<file path="src/rtl/if_stage_pkg.sv">
// Shared types and constants for the instruction-fetch stage.
// The FSM encodings, reset PC and NOP word are used by the RTL and the bench alike.
package if_stage_pkg;

  typedef enum logic [1:0] {
    IF_IDLE    = 2'd0,
    IF_WAIT    = 2'd1,
    IF_HOLD    = 2'd2,
    IF_DISCARD = 2'd3
  } if_state_e;

  localparam logic [31:0] DEFAULT_RESET_PC  = 32'h0000_0000;
  localparam logic [31:0] DEFAULT_NOP_INSTR = 32'h0000_0013;  // ADDI x0,x0,0

  typedef struct packed {
    logic [31:0] pc;
    logic [31:0] instr;
  } fetch_entry_t;

  function automatic logic [31:0] align_pc(input logic [31:0] addr);
    return {addr[31:2], 2'b00};
  endfunction

endpackage

</file>
<file path="src/rtl/if_stage_if.sv">
// Instruction-memory port of the fetch stage.
// A request transfers in any cycle with req && ready; each transfer returns exactly
// one rvalid/rdata beat later, in order, and at most one transfer is ever outstanding.
interface if_stage_if;
  logic        req;
  logic [31:0] addr;
  logic        ready;
  logic        rvalid;
  logic [31:0] rdata;

  modport master (output req, addr, input ready, rvalid, rdata);
  modport slave  (input req, addr, output ready, rvalid, rdata);
endinterface

</file>
<file path="src/rtl/if_stage_hold_buffer.sv">
// One-entry {pc, instr} parking register for a fetch response that lands during a stall.
// Clear wins over load so a redirect can drop a just-parked word.
module if_hold_buffer
  import if_stage_pkg::*;
(
  input  logic         clk,
  input  logic         reset,
  input  logic         load,
  input  logic         clear,
  input  fetch_entry_t din,
  output fetch_entry_t dout,
  output logic         full
);

  always_ff @(posedge clk) begin
    if (reset || clear) begin
      full <= 1'b0;
      dout <= '0;
    end else if (load) begin
      full <= 1'b1;
      dout <= din;
    end
  end

endmodule

</file>
<file path="src/rtl/if_stage.sv">
// Instruction-fetch stage: owns the fetch PC, talks to imem and fills the IF/ID register.
// The FSM tracks the single in-flight request; fsm_state exposes it for observation.
module if_stage
  import if_stage_pkg::*;
#(
  parameter logic [31:0] RESET_PC  = DEFAULT_RESET_PC,
  parameter logic [31:0] NOP_INSTR = DEFAULT_NOP_INSTR
) (
  input  logic              clk,
  input  logic              reset,
  input  logic              stall,
  input  logic              flush,
  input  logic              redirect_valid,
  input  logic [31:0]       redirect_pc,
  if_stage_if.master        imem,
  output logic [31:0]       if_id_pc,
  output logic [31:0]       if_id_instruction,
  output logic              if_id_valid,
  output logic [31:0]       fetch_count,
  output if_state_e         fsm_state
);

  if_state_e    state_q, state_d;
  logic [31:0]  pc_reg, pc_d, pc_plus4;
  logic         req, load, hold_load, hold_clear, hold_full;
  logic [31:0]  addr;
  fetch_entry_t load_entry, hold_entry, capture_entry;

  assign pc_plus4      = pc_reg + 32'd4;
  assign capture_entry = '{pc: pc_reg, instr: imem.rdata};

  if_hold_buffer u_hold (
    .clk   (clk),
    .reset (reset),
    .load  (hold_load),
    .clear (hold_clear),
    .din   (capture_entry),
    .dout  (hold_entry),
    .full  (hold_full)
  );

  always_comb begin
    state_d    = state_q;
    pc_d       = pc_reg;
    req        = 1'b0;
    addr       = pc_reg;
    load       = 1'b0;
    load_entry = '0;
    hold_load  = 1'b0;
    hold_clear = 1'b0;
    unique case (state_q)
      IF_IDLE: begin
        req = !redirect_valid;
        if (req && imem.ready) state_d = IF_WAIT;
      end
      IF_WAIT: begin
        if (imem.rvalid) begin
          if (redirect_valid) begin
            state_d = IF_IDLE;
          end else if (stall) begin
            hold_load = 1'b1;
            state_d   = IF_HOLD;
          end else begin
            // Deliver and immediately chain the next sequential fetch.
            load       = 1'b1;
            load_entry = capture_entry;
            pc_d       = pc_plus4;
            req        = 1'b1;
            addr       = pc_plus4;
            state_d    = imem.ready ? IF_WAIT : IF_IDLE;
          end
        end else if (redirect_valid) begin
          state_d = IF_DISCARD;
        end
      end
      IF_HOLD: begin
        if (redirect_valid) begin
          hold_clear = 1'b1;
          state_d    = IF_IDLE;
        end else if (!stall && hold_full) begin
          load       = 1'b1;
          load_entry = hold_entry;
          pc_d       = pc_plus4;
          hold_clear = 1'b1;
          state_d    = IF_IDLE;
        end
      end
      IF_DISCARD: begin
        if (imem.rvalid) state_d = IF_IDLE;
      end
      default: state_d = IF_IDLE;
    endcase
    if (redirect_valid) pc_d = align_pc(redirect_pc);
  end

  assign imem.req  = req && !reset;
  assign imem.addr = addr;
  assign fsm_state = state_q;

  always_ff @(posedge clk) begin
    if (reset) begin
      state_q           <= IF_IDLE;
      pc_reg            <= RESET_PC;
      fetch_count       <= '0;
      if_id_valid       <= 1'b0;
      if_id_instruction <= NOP_INSTR;
      if_id_pc          <= '0;
    end else begin
      state_q <= state_d;
      pc_reg  <= pc_d;
      // IF/ID priority: redirect/flush bubble, then stall hold, then load, else bubble.
      if (redirect_valid || flush) begin
        if_id_valid       <= 1'b0;
        if_id_instruction <= NOP_INSTR;
      end else if (!stall) begin
        if (load) begin
          if_id_valid       <= 1'b1;
          if_id_instruction <= load_entry.instr;
          if_id_pc          <= load_entry.pc;
          fetch_count       <= fetch_count + 32'd1;
        end else begin
          if_id_valid       <= 1'b0;
          if_id_instruction <= NOP_INSTR;
        end
      end
    end
  end

endmodule
</file>
<file path="src/flat_wrapper.sv">
// flat-port wrapper written by rule: the top's interface ports become plain ports
module if_stage_flat import if_stage_pkg::*;
#(
  parameter logic [31:0] RESET_PC  = DEFAULT_RESET_PC,
  parameter logic [31:0] NOP_INSTR = DEFAULT_NOP_INSTR
)
  (clk, reset, stall, flush, redirect_valid, redirect_pc, if_id_pc, if_id_instruction, if_id_valid, fetch_count, fsm_state, imem_req, imem_addr, imem_ready, imem_rvalid, imem_rdata);
  if_stage_if imem_i ();
  input  logic clk;
  input  logic reset;
  input  logic stall;
  input  logic flush;
  input  logic redirect_valid;
  input  logic [31:0] redirect_pc;
  output logic [31:0] if_id_pc;
  output logic [31:0] if_id_instruction;
  output logic if_id_valid;
  output logic [31:0] fetch_count;
  output if_state_e fsm_state;
  output wire logic [$bits(imem_i.req)-1:0] imem_req;
  output wire logic [$bits(imem_i.addr)-1:0] imem_addr;
  input wire logic [$bits(imem_i.ready)-1:0] imem_ready;
  input wire logic [$bits(imem_i.rvalid)-1:0] imem_rvalid;
  input wire logic [$bits(imem_i.rdata)-1:0] imem_rdata;
  assign imem_req = imem_i.req;
  assign imem_addr = imem_i.addr;
  assign imem_i.ready = imem_ready;
  assign imem_i.rvalid = imem_rvalid;
  assign imem_i.rdata = imem_rdata;
  if_stage #(.RESET_PC(RESET_PC), .NOP_INSTR(NOP_INSTR)) u_core (.clk(clk), .reset(reset), .stall(stall), .flush(flush), .redirect_valid(redirect_valid), .redirect_pc(redirect_pc), .imem(imem_i), .if_id_pc(if_id_pc), .if_id_instruction(if_id_instruction), .if_id_valid(if_id_valid), .fetch_count(fetch_count), .fsm_state(fsm_state));
endmodule
</file>
<file path="config.mk">
export PLATFORM = sky130hd
export DESIGN_NAME = if_stage_flat
export DESIGN_NICKNAME = d
export VERILOG_FILES = /design/src/rtl/if_stage_pkg.sv /design/src/rtl/if_stage_if.sv /design/src/rtl/if_stage_hold_buffer.sv /design/src/rtl/if_stage.sv /design/src/flat_wrapper.sv
export SDC_FILE = /design/constraint.sdc
export NUM_CORES = 1
export LEC_CHECK = 0
export CAP_MARGIN = 25
export CORE_ASPECT_RATIO = 2
export CORE_UTILIZATION = 55
export CTS_BUF_LIST = sky130_fd_sc_hd__clkbuf_4 sky130_fd_sc_hd__clkbuf_8 sky130_fd_sc_hd__clkbuf_16
export CTS_CLUSTER_DIAMETER = 150
export DETAILED_ROUTE_END_ITERATION = 7
export PLACE_DENSITY = 0.94
export SLEW_MARGIN = 30
export SYNTH_ARGS = -nofsm -noshare
export SYNTH_HDL_FRONTEND = slang
export SYNTH_SLANG_ARGS = --single-unit
</file>
<file path="constraint.sdc">
create_clock -name clk -period 3.65 [get_ports clk]
set_input_delay 0.365 -clock clk [delete_from_list [all_inputs] [get_ports clk]]
set_output_delay 0.365 -clock clk [all_outputs]
set_load 0.02 [all_outputs]
</file>
==> results of run 1 <==
[worst max path at each step]
| stage | startpoint | cells past startpoint | end |
|---|---|---|---|
| 2_1_floorplan | u_core.pc_reg[2] | 7 | imem_addr[22] |
| 3_3_place_gp | imem_rvalid | 7 | imem_addr[30] |
| 3_5_place_dp | u_core.pc_reg[3] | 7 | imem_addr[24] |
| 4_1_cts | u_core.pc_reg[3] | 7 | imem_addr[24] |
| 5_1_grt | u_core.pc_reg[12] | 6 | imem_addr[22] |
| 6_report | u_core.pc_reg[12] | 6 | imem_addr[22] |
[where the power goes]
group | total (mW) | switching (mW) | leakage (nW) | internal [mW]
sequential | 2.18 | 0.0692 | 1.54 | 2.11
clock | 1.85 | 0.926 | 0.288 | 0.922
combinational | 0.531 | 0.314 | 2.03 | 0.217
total | 4.56 | 1.31 | 3.86 | 3.25
[final cells by class]
class / count / area (sq um)
Antenna cell: 1 / 2.50
Inverter: 9 / 33.8
Tap cell: 204 / 255
Timing Repair Buffer: 225 / 2180
Multi-Input combinational cell: 862 / 4870
Clock inverter: 15 / 169
Clock buffer: 17 / 425
Sequential cell: 190 / 3810
Fill cell: 1205 / 4600
[kinds of logic after synthesis]
| logic type | after synthesis | share of synthesized area [%] |
|---|---|---|
| simple gates | 504 | 25.9 |
| fa+ha+maj | 7 | 0.950 |
| xor+xnor | 66 | 6.27 |
| mux | 3 | 0.339 |
| compound gates | 278 | 18.7 |
| buf+inv | 117 | 6.54 |
| other cells | 1 | 0.0407 |
| flops | 190 | 41.2 |
[metrics by stage]
| step | std cells | TNS (ns) | hold slack (ns) | setup slack, ns |
|---|---|---|---|---|
| floorplan | 1169 | 0 | 0.436 | 1.07 |
| CTS | 1522 | 0 | 0.457 | 0.00221 |
| global route | 1522 | -0.0114 | 0.470 | -0.00635 |
| detailed placement | 1490 | 0 | 0.446 | 0.365 |
| global placement | 1490 | 0 | 0.441 | 0.429 |
| finish | 1523 | 0 | 0.455 | 0.0795 |
[layer usage]
layer  GRT usage (%)  share of wire [%]  vias up  wire (um)
met4            25.4                7.7        0       2340
met5               0                  0        -          0
met1            34.5                 32     4538       9800
li1                -                  -     4344          -
met2            64.3                 52      607      15700
met3            9.98                8.7      176       2640
[Yosys cell counts (3+ instances only)]
cell type	number	area share (%)
xor2_1	34	3.2
clkbuf_8	8	1.2
nor3_1	17	0.92
and4_1	7	0.66
or2_2	4	0.27
and2_1	6	0.41
a211oi_1	14	1.1
or4_4	3	0.37
nor4b_1	3	0.28
clkbuf_1	69	2.8
ha_1	7	0.95
buf_4	7	0.57
or3_1	7	0.47
nor4_2	4	0.54
nor4_1	12	0.81
and3_1	4	0.27
nand2b_1	5	0.34
xnor2_1	32	3.0
buf_2	7	0.38
or4_1	9	0.73
dfxtp_1	190	41
o31ai_1	8	0.65
buf_1	9	0.37
o21ai_0	21	1.1
buf_6	5	0.61
o211ai_1	5	0.41
a21oi_1	146	7.9
nor2b_1	8	0.54
a22o_1	26	2.5
nand4_1	24	1.6
nand2_1	204	8.3
inv_1	8	0.33
a31oi_1	3	0.20
nand3_1	56	3.0
a22oi_1	32	2.6
nor2_1	118	4.8
a221oi_1	4	0.38
a311oi_1	4	0.38
[worst max-delay path, stage by stage, from the launching register on]
cell,delay (ns)
dfxtp_1,0.58
nand4_2,0.23
or4_4,0.62
nor3_1,0.32
nand3_1,0.14
xnor2_1,0.23
clkdlybuf4s50_1,0.65
[timing repair]
item	CTS	global route
gates cloned	0	0
endpoints found under the setup margin	2	8
gates resized for setup	2	10
==> impl_metrics.json, run 1 <==
{
  "power.total_mw": 4.56,
  "hold_depth": 2,
  "synth-edff-count": 0,
  "yosys_warnings": 0,
  "drv_slew": 0,
  "p_leak_nw": 3.86,
  "hold_violations": 0,
  "boundaryPins": 203,
  "yosysSeqAreaShare_pct": 41.2,
  "max_freq_ghz": 0.280,
  "dpl.hpwl_um": 20400,
  "drc": 0,
  "p_per_area_nw_per_um2": 388,
  "grt_max_degree": 67,
  "core_area_sq_um": 16400,
  "worstPathArrival_ns": 3.21,
  "die_w_um": 93.6,
  "r2r_slack_ns": 0.49,
  "reg.largest.list": "u_core.u_hold.dout: 62 flops, u_core.fetch_count: 32 flops, u_core.if_id_instruction: 32 flops",
  "numCtsBuffers": 17,
  "cts_hold_buf": 0,
  "wl_um": 30500,
  "syn_avg_cell_area_sq_um": 7.91,
  "design_area_sq_um": 11700,
  "grt_usage_pct": 35.9,
  "clkTransAtPathRegs_ns": 0.07,
  "syn_area_sq_um": 9220,
  "antenna_found_initial": 0,
  "grt_pass1_vias": 9519,
  "post_cts_buffers": 0,
  "worst_pin_slew_ns": 0.879,
  "syn_to_final_growth_pct": 27.4,
  "grt_overflow": 0,
  "wl_per_cell_um": 20.0,
  "max_slew_margin_pct": 41.4,
  "syn_inst": 1166,
  "cts_buffer_depth": 2,
  "cts_tree": "built",
  "hold_path_class": "reg -> reg",
  "layout_common_cells": "nand2_1, clkdlybuf4s50_1, dfxtp_1",
  "grt_pass1_wl_um": 48100,
  "fin_util_pct": 71.9,
  "clock_skew_ns": 0.0187,
  "worstSkewPairLatency_ns": 0.44,
  "vias": 9665,
  "status": "completed",
  "start_util_pct": 56.4,
  "holdCritStartpoint": "u_core.if_id_pc[21]",
  "setup.worst_path.class": "reg -> out",
  "clockRootBuffer": "clkbuf_16",
  "h-tree-depth": 4,
  "worst_ep_required_time_ns": 3.28,
  "drive_gt1_share_pct": 7.89,
  "layout.nets": 1383,
  "port_buffers": 196,
  "r2r_end": "u_core.fetch_count[26]",
  "die_h_um": 185,
  "rows": 66,
  "r2r_start": "u_core.fsm_state[1]",
  "placed_area_sq_um": 11100,
  "min_to": "u_core.if_id_pc[21]",
  "dr.pass1.iters": 8,
  "place_congestion": 0.961,
  "synth-async-reset-ratio_pct": 0,
  "ys_seq_elements": 190,
  "peakVddDrop_uv": 333,
  "ant_nets": 0,
  "end_kind": "primary output",
  "clock-sinks": 190,
  "largest_register_ffs": 62,
  "period_minus_slack_ns": 3.57,
  "start_kind": "flop",
  "period_share_pct": 97.8,
  "die_area_sq_um": 17300,
  "max_cap_viol_count": 0,
  "synth.distinct_cells": 66,
  "viasPerCell": 6.35,
  "synthFlopType": "dfxtp_1",
  "reg2reg_depth": 9,
  "cp_max_fo": 13,
  "top_register": "u_core.u_hold.dout",
  "setup_viol": 0,
  "drtIter0Drc": 790,
  "final_common_cell": "nand2_1"
}
Power figures use the tool's default switching activity.
==> run 2, diff against run 1 <==
CORE_UTILIZATION = 51   (was 55)
PLACE_DENSITY = 0.88   (was 0.94)
REMOVE_ABC_BUFFERS = 1   (was unset)
==> impl_metrics.json, run 2 (synthesized netlist as in run 1, its figures left out) <==
{
  "worst_pin_slew_ns": 0.721,
  "max_freq_ghz": 0.283,
  "period_share_pct": 96.9,
  "core_area_sq_um": 17700,
  "worst_ep_required_time_ns": 3.28,
  "grt_pass1_wl_um": 44200,
  "start_util_pct": 52.1,
  "period_minus_slack_ns": 3.54,
  "final_common_cell": "nand2_1",
  "grt_overflow": 0,
  "viasPerCell": 6.01,
  "drtIter0Drc": 630,
  "end_kind": "primary output",
  "port_buffers": 196,
  "clock_skew_ns": 0.00949,
  "max_slew_margin_pct": 51.9,
  "clock-sinks": 190,
  "worstPathArrival_ns": 3.17,
  "cp_num_buf_inv": 1,
  "grt_usage_pct": 29.6,
  "clkTransAtPathRegs_ns": 0.07,
  "wl_per_cell_um": 18.1,
  "grt_max_degree": 54,
  "grt_pass1_vias": 8913,
  "dp.cells": 1505,
  "h-tree-depth": 4,
  "setup.worst_path.class": "reg -> out",
  "tns_ns": 0,
  "dpl.hpwl_um": 19200,
  "antenna_found_initial": 1,
  "p_leak_nw": 3.90,
  "drc": 0,
  "rows": 69,
  "instances_no_fill": 1539,
  "largest_register_ffs": 62,
  "die_h_um": 192,
  "path_cells": "nand4_2 -> or4_4 -> nor4_2 -> nand2_1 -> xnor2_1 -> clkdlybuf4s50_1",
  "fin_util_pct": 66.9,
  "clockRootBuffer": "clkbuf_16",
  "cp_max_fo": 8,
  "crit_slowest_cell": "clkdlybuf4s50_1",
  "vias": 9248,
  "layout.nets": 1389,
  "drive_gt1_share_pct": 8.23,
  "drv_slew": 0,
  "cts_tree": "built",
  "cpPeakStageDelay_ns": 0.65,
  "die_w_um": 97.1,
  "start_kind": "flop",
  "status": "completed",
  "numCtsBuffers": 17,
  "path_delay_family": "simple AND/OR/NAND/NOR gates",
  "boundaryPins": 203,
  "setup_viol": 0,
  "worstSkewPairLatency_ns": 0.44,
  "hold_path_class": "in -> reg",
  "hold_ws_ns": 0.312,
  "layout_common_cells": "nand2_1, clkdlybuf4s50_1, dfxtp_1",
  "place_congestion": 0.898,
  "reg.largest.list": "u_core.u_hold.dout: 62 flops, u_core.fetch_count: 32 flops, u_core.if_id_instruction: 32 flops",
  "power.total_mw": 4.63,
  "peakVddDrop_uv": 340,
  "max_cap_viol_count": 0,
  "top_register": "u_core.u_hold.dout",
  "syn_to_final_growth_pct": 28.4,
  "cts_buffer_depth": 2,
  "ant_nets": 0,
  "p_per_area_nw_per_um2": 391,
  "dr.pass1.iters": 5,
  "wl_um": 27900,
  "die_area_sq_um": 18700,
  "hold_violations": 0
}
run 2: per-layer routing:
metal	vias up	global-route usage, %	share of wire, %
li1	4345	-	-
met1	4342	29.7	35
met2	436	52.7	51
met3	125	6.70	6.8
met4	0	23.2	7.3
met5	-	0	0
run 2: final cells by class:
cell class	count	area, sq um
sequential	190	3810
antenna	2	5.00
timing repair buffer	231	2260
fill	1402	5860
clock buffer	17	425
inverter	9	33.8
multi-input combinational	862	4860
clock inverter	15	179
tap	213	267
run 2: worst paths after layout:
path	start	cells after the start	slack [ns]	end
worst max-delay path	u_core.pc_reg[11]	6	0.11	imem_addr[30]
worst min-delay path	reset	2	0.31	u_core.fetch_count[14]
worst min register to register	u_core.if_id_pc[21]	2	0.46	u_core.if_id_pc[21]
worst max register to register	u_core.fsm_state[1]	8	0.99	u_core.fetch_count[31]
run 2: per-stage QoR:
stage               instance area (sq um)  setup WS, ns
floorplan                            8660        -0.522
finish                              11800         0.114
global placement                    11200         0.340
global route                        11800      -0.00333
CTS                                 11800        0.0140
detailed placement                  11200         0.375
run 2: report_power, final:
part           switching (mW)  total [mW]  internal, mW
Sequential             0.0555        2.16          2.11
Combinational           0.315       0.537         0.221
Clock                   0.889        1.93          1.04
Total                    1.26        4.63          3.37
run 2: timing repair:
item | CTS | global route
setup endpoints to repair | 3 | 6
endpoints found under the hold margin | 0 | 0
hold buffers | 0 | 0
buffers inserted | 0 | 0
gates resized for setup | 3 | 8
